### src/rtl/clk_tick_gen.sv
// clk_tick_gen: multi-channel programmable clock-enable generator (one-cycle tick plus 50% square wave).
// Optional single-step logic is built only when the macro CLKDIV_STEP_EN is defined.
module clk_tick_gen #(
  parameter int WIDTH       = 24,
  parameter int CHANNELS    = 2,
  parameter int DEFAULT_DIV = 131072,
  parameter int SEL_W       = 3
) (
  input  logic                clk,
  input  logic                reset,
  input  logic                cfg_we,
  input  logic [SEL_W-1:0]    cfg_sel,
  input  logic [WIDTH-1:0]    cfg_div,
  output logic [CHANNELS-1:0] cfg_busy,
  output logic [CHANNELS-1:0] tick_o,
  output logic [CHANNELS-1:0] div_o,
  input  logic                step_mode,
  input  logic                step_req
);

  localparam logic [WIDTH-1:0] RESET_DIV = WIDTH'(DEFAULT_DIV);

  // Config port: cfg_we is a one-cycle strobe with no ready; a write is always
  // accepted on the edge that samples it, and cfg_busy shows it is not yet applied.

  logic step_hold;
  logic step_fire;

`ifdef CLKDIV_STEP_EN
  logic step_req_q;

  always_ff @(posedge clk) begin
    if (reset) step_req_q <= 1'b0;
    else       step_req_q <= step_req;
  end

  assign step_hold = step_mode;
  assign step_fire = step_mode & step_req & ~step_req_q;
`else
  logic unused_step;
  assign unused_step = step_mode ^ step_req;
  assign step_hold   = 1'b0;
  assign step_fire   = 1'b0;
`endif

  for (genvar g = 0; g < CHANNELS; g++) begin : g_ch
    logic [WIDTH-1:0] cnt_q, cnt_d;
    logic [WIDTH-1:0] act_q, act_d;
    logic [WIDTH-1:0] pdiv_q, pdiv_d;
    logic             pend_q, pend_d;
    logic             tick_q, tick_d;
    logic             div_q, div_d;
    logic             wr;
    logic             enabled;
    logic             wrap;

    assign wr      = cfg_we && (cfg_sel == SEL_W'(g));
    assign enabled = (act_q != '0);
    assign wrap    = enabled && (step_hold ? step_fire : (cnt_q == act_q - WIDTH'(1)));

    always_comb begin
      cnt_d  = cnt_q;
      act_d  = act_q;
      pdiv_d = pdiv_q;
      pend_d = pend_q;
      tick_d = 1'b0;
      div_d  = div_q;
      if (!enabled) begin
        cnt_d = '0;
        if (pend_q) begin
          act_d  = pdiv_q;
          pend_d = 1'b0;
        end
      end else if (wrap) begin
        cnt_d  = '0;
        tick_d = 1'b1;
        div_d  = ~div_q;
        if (pend_q) begin
          act_d  = pdiv_q;
          pend_d = 1'b0;
        end
      end else if (step_hold) begin
        // Parked at zero so free-running resumes with a full period.
        cnt_d = '0;
      end else begin
        cnt_d = cnt_q + WIDTH'(1);
      end
      // A write on the wrap edge lands after the old pending value is consumed.
      if (wr) begin
        pdiv_d = cfg_div;
        pend_d = 1'b1;
      end
    end

    always_ff @(posedge clk) begin
      if (reset) begin
        cnt_q  <= '0;
        act_q  <= RESET_DIV;
        pdiv_q <= RESET_DIV;
        pend_q <= 1'b0;
        tick_q <= 1'b0;
        div_q  <= 1'b0;
      end else begin
        cnt_q  <= cnt_d;
        act_q  <= act_d;
        pdiv_q <= pdiv_d;
        pend_q <= pend_d;
        tick_q <= tick_d;
        div_q  <= div_d;
      end
    end

    assign cfg_busy[g] = pend_q;
    assign tick_o[g]   = tick_q;
    assign div_o[g]    = div_q;
  end

endmodule

### config.mk
export PLATFORM = sky130hd
export DESIGN_NAME = clk_tick_gen
export DESIGN_NICKNAME = d
export VERILOG_FILES = /design/src/rtl/clk_tick_gen.sv
export SDC_FILE = /design/constraint.sdc
export NUM_CORES = 1
export LEC_CHECK = 0
export ABC_AREA = 1
export CAP_MARGIN = 20
export CORE_ASPECT_RATIO = 1.75
export CORE_MARGIN = 8
export CORE_UTILIZATION = 55
export CTS_CLUSTER_SIZE = 8
export DETAILED_ROUTE_END_ITERATION = 12
export PLACE_DENSITY_LB_ADDON = 0.05
export SLEW_MARGIN = 20
export SYNTH_ARGS = -nofsm -noshare
export SYNTH_HDL_FRONTEND = slang
export SYNTH_SLANG_ARGS = --single-unit
### constraint.sdc
create_clock -name clk -period 6.1 [get_ports clk]
set_clock_uncertainty 0.2 [all_clocks]
set_input_delay 1.22 -clock clk [delete_from_list [all_inputs] [get_ports clk]]
set_output_delay 1.22 -clock clk [all_outputs]
set_load 0.03 [all_outputs]
==> flow_summary.toml, run 1 <==
[yosys]
synth_top_family_by_area = "simple AND/OR/NAND/NOR gates"
ys_seq_elements = 150
synth_simple_gate_area_share_pct = 39.44
async_reset_ff_share_pct = 0
synth_edf_count = 0
yosys.cell_count.top_type = "nand2_1"
synth_adder_area_share_pct = 0.8990
yosys_warnings = 0
muxShareOfSynthArea_pct = 0
synthTopCellsByCount = "308 x nand2_1, 252 x nor2_1, 150 x dfxtp_1"
synth.top_cell.area_share_pct = 35.96
synth-compound-area-share_pct = 8.496
synth_flop_cell = "dfxtp_1"
syn_area_per_cell_um2 = 6.458
synth_top_area_cell = "dfxtp_1"
synth_nets = 1331
synth_cells = 1293
synth-xor-area-share_pct = 5.933
synth_cell_types = 36
yosysSeqAreaShare_pct = 35.96
synth_area_leaders = "dfxtp_1 36%, nand2_1 14%, nor2_1 11%, nand3_1 6.0%, inv_1 6.0%"
synth_area_um2 = 8351

[setup_path]
worst-setup-path-type = "reg2reg"
crit_path_max_fanout = 48
required_ns = 6.21
path_cells = "inv_1 > ha_1 > nand2_1 > nor2_1 > nand2_1 > nand2_1 > nand2_1 > nor2_1 > nand3_1 > nor2_1 > nand2_1 > nor2_1 > nand3_2 > nand2_2 > nand3_1 > nand2_1 > nor2_1"
startpoint_type = "flop"
arrival_ns = 3.64
cpLargestDelayFamily = "simple AND/OR/NAND/NOR gates"
slowest_stage = "nand2_2"
worst-path-buf-inv = 1
cpMostUsedCell = "nand2_1"
worst_setup_path_end_kind = "flop"
critPathMaxStageDelay_ns = 0.69

[clock_tree]
cts_buffer_depth = 2
post_cts_resized = 0
post_cts_buffers = 0
hold_buffers = 0
cts_tree = "yes"
root_buffer = "clkbuf_16"
clk_latency_ns = 0.42
numCtsBuffers = 17
ctsHtreeMaxLevel = 4
clock_sinks = 150
clk_pin_slew_ns = 0.07

[sta]
fin_tns_setup_ns = 0
hold_viol = 0
fmax_mhz = 282.9
post-route-period-util_pct = 57.94
tightest_slew_ns = 1.018
period_minus_slack_ns = 3.535
drv_slew = 0
rsz0062_at_grt = "false"
slew_headroom_pct = 31.94
setup_viol = 0

[final_layout]
fin_nets = 1343
drive_gt1_share_pct = 6.829
antenna_cells = 0
multiInputGateArea_um2 = 4573
seq_area_um2 = 3004
fin_area_um2 = 9283
n_fill_cell = 1510
area_growth_pct = 11.16

[global_routing]
use_met1_pct = 22.37
grtUsageMet2_pct = 45.51
grt_pass1_vias = 7566
grtUsageTotal_pct = 24.02
grt_overflow_total = 0
grt_pass1_wl_um = 36410
grt_max_degree = 101
met3_usage_pct = 3.384
top_usage_layer = "met2"
antenna_found_initial = 0

[floorplan]
die_y_um = 179
die_w_um = 109.1
die_area_um2 = 19540
fp.coreArea_um2 = 14840
io_pins = 38
start_util_pct = 56.28
rows = 59

[detailed_routing]
first_iter_violations = 392
route.final.wire_length_um = 22220
firstDrtPassIters = 6
avgRoutedWirePerCell_um = 14.80
ant_nets = 0
vias = 7859
vias_per_cell = 5.236
drc = 0

[power_and_ir_drop]
power_leakage_nw = 4.248
power.density_nw_per_um2 = 226.7
ir_worst_vdd_mv = 0.2093

[status]
status = "finished clean"

[place]
gp_congestion = 0.9636
place_area_um2 = 8716
placement.io_buffers = 35
dpl.hpwl_um = 16810

[min_path]
hold_class = "reg2reg"

[job]
cap_viol_max_count = 0
[stage by stage]
step / power (W) / util (%) / hold slack (ns) / setup slack (ns) / cells
2_1_floorplan: 0.001070 / - / 0.2295 / 3.672 / 1293
3_3_place_gp: 0.001104 / 58.74 / 0.2396 / 2.643 / 1469
3_5_place_dp: 0.001105 / 58.74 / 0.2454 / 2.608 / 1469
4_1_cts: 0.002126 / 62.56 / 0.2543 / 2.582 / 1501
5_1_grt: 0.002177 / 62.56 / 0.2691 / 2.197 / 1501
6_report: 0.002104 / 62.56 / 0.2539 / 2.565 / 1501
[where the power goes]
group	switching, W	total, W	internal, W
logic	0.0000479	0.0000807	0.0000328
registers	0.00000781	0.00100	0.000994
clock network	0.000443	0.00102	0.000578
total	0.000499	0.00210	0.00161
[path summary, 6_finish.rpt]
kind / from / endpoint / slack [ns] / depth (start not counted)
setup / recovery: g_ch[1].act_q[0] / g_ch[1].act_q[9] / 2.57 / 17
hold / removal: g_ch[1].pdiv_q[21] / g_ch[1].pdiv_q[21] / 0.25 / 2
setup reg to reg: g_ch[1].act_q[0] / g_ch[1].act_q[9] / 2.57 / 17
hold reg to reg: g_ch[1].pdiv_q[21] / g_ch[1].pdiv_q[21] / 0.25 / 2
[tightest hold or removal path, stage by stage, from the launching register on]
cell,delay [ns]
dfxtp_1,0.30
inv_1,0.06
a21oi_1,0.05
[sequential cells by signal, summed over array words and instances, names as in the netlist]
| signal | flops |
|---|---|
| g_ch.tick_q | 2 |
| g_ch.pend_q | 2 |
| g_ch.pdiv_q | 48 |
| g_ch.div_q | 2 |
| g_ch.act_q | 48 |
| g_ch.cnt_q | 48 |
[cell usage in the layout (no fill, tap or decap), drive strengths merged, types with 3 or more instances in the layout]
| master | Yosys | layout |
|---|---|---|
| clkbuf | 20 | 20 |
| o21bai | 5 | 5 |
| or2 | 4 | 4 |
| nand4 | 27 | 27 |
| inv | 140 | 143 |
| o21ai | 59 | 59 |
| nor2 | 273 | 273 |
| nor3b | 4 | 4 |
| xor2 | 31 | 31 |
| nand2 | 317 | 317 |
| clkdlybuf4s50 | 0 | 35 |
| nand3b | 9 | 9 |
| clkinv | 1 | 4 |
| clkinvlp | 0 | 5 |
| a31oi | 3 | 3 |
| xnor2 | 23 | 23 |
| nand3 | 101 | 101 |
| ha | 6 | 6 |
| nor4 | 7 | 7 |
| a21oi | 64 | 64 |
| dfxtp | 150 | 150 |
| buf | 26 | 4 |
| nor3 | 21 | 21 |
[logic make-up after synthesis]
family                   Yosys count
buffers and inverters            187
AND/OR/NAND/NOR                  764
adder cells (fa/ha/maj)            6
flip-flops                       150
AO/OA/AOI/OAI                    131
XOR/XNOR                          55
[layout make-up]
cell class                 count  area share, %
tap                          183          2.467
clock inverter                12          1.294
timing repair buffer          39          4.098
clock buffer                  20          4.812
multi-input combinational    956          49.27
inverter                     141          5.702
sequential                   150          32.36
[per-layer routing]
layer,vias up,routed length (µm)
li1,4113,-
met1,3524,8153
met2,139,12110
met3,83,412
met4,0,1544
met5,-,0
(Power assumes the default switching activity.)
==> run 2: changes to the inputs <==
Clock period 6.1 ns to 3.39 ns, I/O delays scaled along.
==> run 2 against run 1 <==
  * Sequential share of layout area shrank 0.28 points
  * Combinational power grew 83%
  * Via count shrank 0.14%
  * Critical path type unchanged
  * Largest cell class unchanged
  * Largest power group unchanged
  * Die area is the same
  * Global-route usage is essentially flat
  * Non-clock buffer count grew 5
==> flow_summary.toml, run 2 (synthesis results as in run 1) <==
[status]
status = "finished clean"

[floorplan]
die_area_um2 = 19540
start_util_pct = 56.28
fp.coreArea_um2 = 14840
rows = 59
io_pins = 38
die_w_um = 109.1
die_y_um = 179

[detailed_routing]
first_iter_violations = 364
avgRoutedWirePerCell_um = 14.69
vias = 7848
route.final.wire_length_um = 22140
firstDrtPassIters = 5
vias_per_cell = 5.208
drc = 0
ant_nets = 0

[clock_tree]
post_cts_buffers = 0
clk_pin_slew_ns = 0.07
hold_buffers = 0
numCtsBuffers = 17
cts_buffer_depth = 2
root_buffer = "clkbuf_16"
cts_tree = "yes"
clk_latency_ns = 0.42
ctsHtreeMaxLevel = 4
clock_sinks = 150

[sta]
fmax_mhz = 326.0
post-route-period-util_pct = 90.48
setup_viol = 0
tightest_slew_ns = 0.5510
setup_slack_ns = 0.3229
hold_viol = 0
fin_tns_setup_ns = 0
drv_slew = 0
slew_headroom_pct = 63.26
period_minus_slack_ns = 3.067
rsz0062_at_grt = "false"

[power_and_ir_drop]
ir_worst_vdd_mv = 0.2416
power.density_nw_per_um2 = 408.2
power_leakage_nw = 4.296

[min_path]
min_path_cells = 2
hold_class = "reg2reg"

[final_layout]
layout_common_cells = "308 x nand2_1, 251 x nor2_1, 149 x dfxtp_1"
area_growth_pct = 12.12
n_fill_cell = 1464
final_common_cell = "nand2_1"
utilization_pct = 63.10
multiInputGateArea_um2 = 4576
seq_area_um2 = 3004
drive_gt1_share_pct = 7.332
top_regs = "g_ch.act_q x48, g_ch.cnt_q x48, g_ch.pdiv_q x48"
fin_nets = 1348

[global_routing]
grtUsageTotal_pct = 23.99
grt_pass1_wl_um = 36140
grt_pass1_vias = 7478
antenna_found_initial = 1
grt_overflow_total = 0
grt_max_degree = 89

[job]
cap_viol_max_count = 0

[setup_path]
worst-setup-path-type = "reg2reg"
required_ns = 3.50
r2r_end = "g_ch[0].cnt_q[2]"
reg2reg_from = "g_ch[0].act_q[0]"
crit_path_end = "g_ch[0].cnt_q[2]"
arrival_ns = 3.17
worst_setup_path_end_kind = "flop"
r2r_setup_slack_ns = 0.32
startpoint_type = "flop"
crit_start = "g_ch[0].act_q[0]"
rr_worst_depth = 18
crit_path_max_fanout = 22

[place]
placement.io_buffers = 35
dp_slack_ns = 0.3282
dpl.hpwl_um = 16990
gp_congestion = 0.9578
==> run 2: cell type report <==
class	count	share of cell area, %
Clock inverter	13	1.457
Timing Repair Buffer	44	4.731
Inverter	141	5.653
Sequential cell	150	32.09
Tap cell	183	2.446
Antenna cell	1	0.02673
Multi-Input combinational cell	956	48.87
Clock buffer	19	4.731
==> run 2: where the power goes <==
group	leakage [nW]	total [W]	internal [W]	switching (W)
clock network	0.275	0.00187	0.00105	0.000818
registers	1.21	0.00180	0.00179	0.0000140
logic	2.81	0.000148	0.0000616	0.0000861
==> run 2: timing repair <==
action / in CTS / in global routing
gates resized for setup: 0 / 1
endpoints found under the hold margin: 0 / 0
endpoints found under the setup margin: 0 / 4
==> run 2: per-stage QoR <==
| step | instance area (µm²) | hold WS (ns) | total power [W] | instances |
|---|---|---|---|---|
| after floorplan | 8351 | 0.2295 | 0.001925 | 1293 |
| after global placement | 8778 | 0.2384 | 0.001988 | 1474 |
| after detailed placement | 8778 | 0.2438 | 0.001991 | 1474 |
| after CTS | 9358 | 0.2530 | 0.003851 | 1506 |
| after global routing | 9363 | 0.2628 | 0.003956 | 1507 |
| final | 9363 | 0.2520 | 0.003822 | 1507 |
==> run 2: how the worst min path moves through the flow <==
stage                                   from            endpoint  slack [ns]
after floorplan           g_ch[0].pdiv_q[17]  g_ch[0].pdiv_q[17]        0.23
final                      g_ch[1].pdiv_q[7]   g_ch[1].pdiv_q[7]        0.25
after global placement     g_ch[1].pdiv_q[4]   g_ch[1].pdiv_q[4]        0.24
after global routing      g_ch[1].pdiv_q[16]  g_ch[1].pdiv_q[16]        0.26
after CTS                 g_ch[1].pdiv_q[16]  g_ch[1].pdiv_q[16]        0.25
after detailed placement  g_ch[1].pdiv_q[16]  g_ch[1].pdiv_q[16]        0.24
==> run 2: per-layer routing <==
layer / share of wire, % / global-route usage, % / vias to the layer above
met2: 56 / 46.06 / 148
met1: 36 / 22.45 / 3521
met3: 2.3 / 3.492 / 64
met5: 0 / 0 / -
li1: - / - / 4115
met4: 5.5 / 15.83 / 0
==> run 2: critical path, stage by stage (launching register included) <==
cell     delay, ns
dfxtp_1       0.37
inv_2         0.17
ha_1          0.35
nand2_2       0.16
inv_2         0.10
nand2_2       0.09
nor2_2        0.15
nand2_1       0.06
nand2_1       0.06
nand2_1       0.05
nor2_1        0.10
nand2_1       0.08
nor2_1        0.18
nand3_1       0.12
nand2_2       0.10
inv_1         0.15
nand2_1       0.10
buf_4         0.26
nor3_1        0.08
==> run 3: changes to the inputs <==
Settings changed: SLEW_MARGIN 20 to 30.
==> results of run 3 <==
No change in the layout: final DEF, timing and power equal those of run 2.
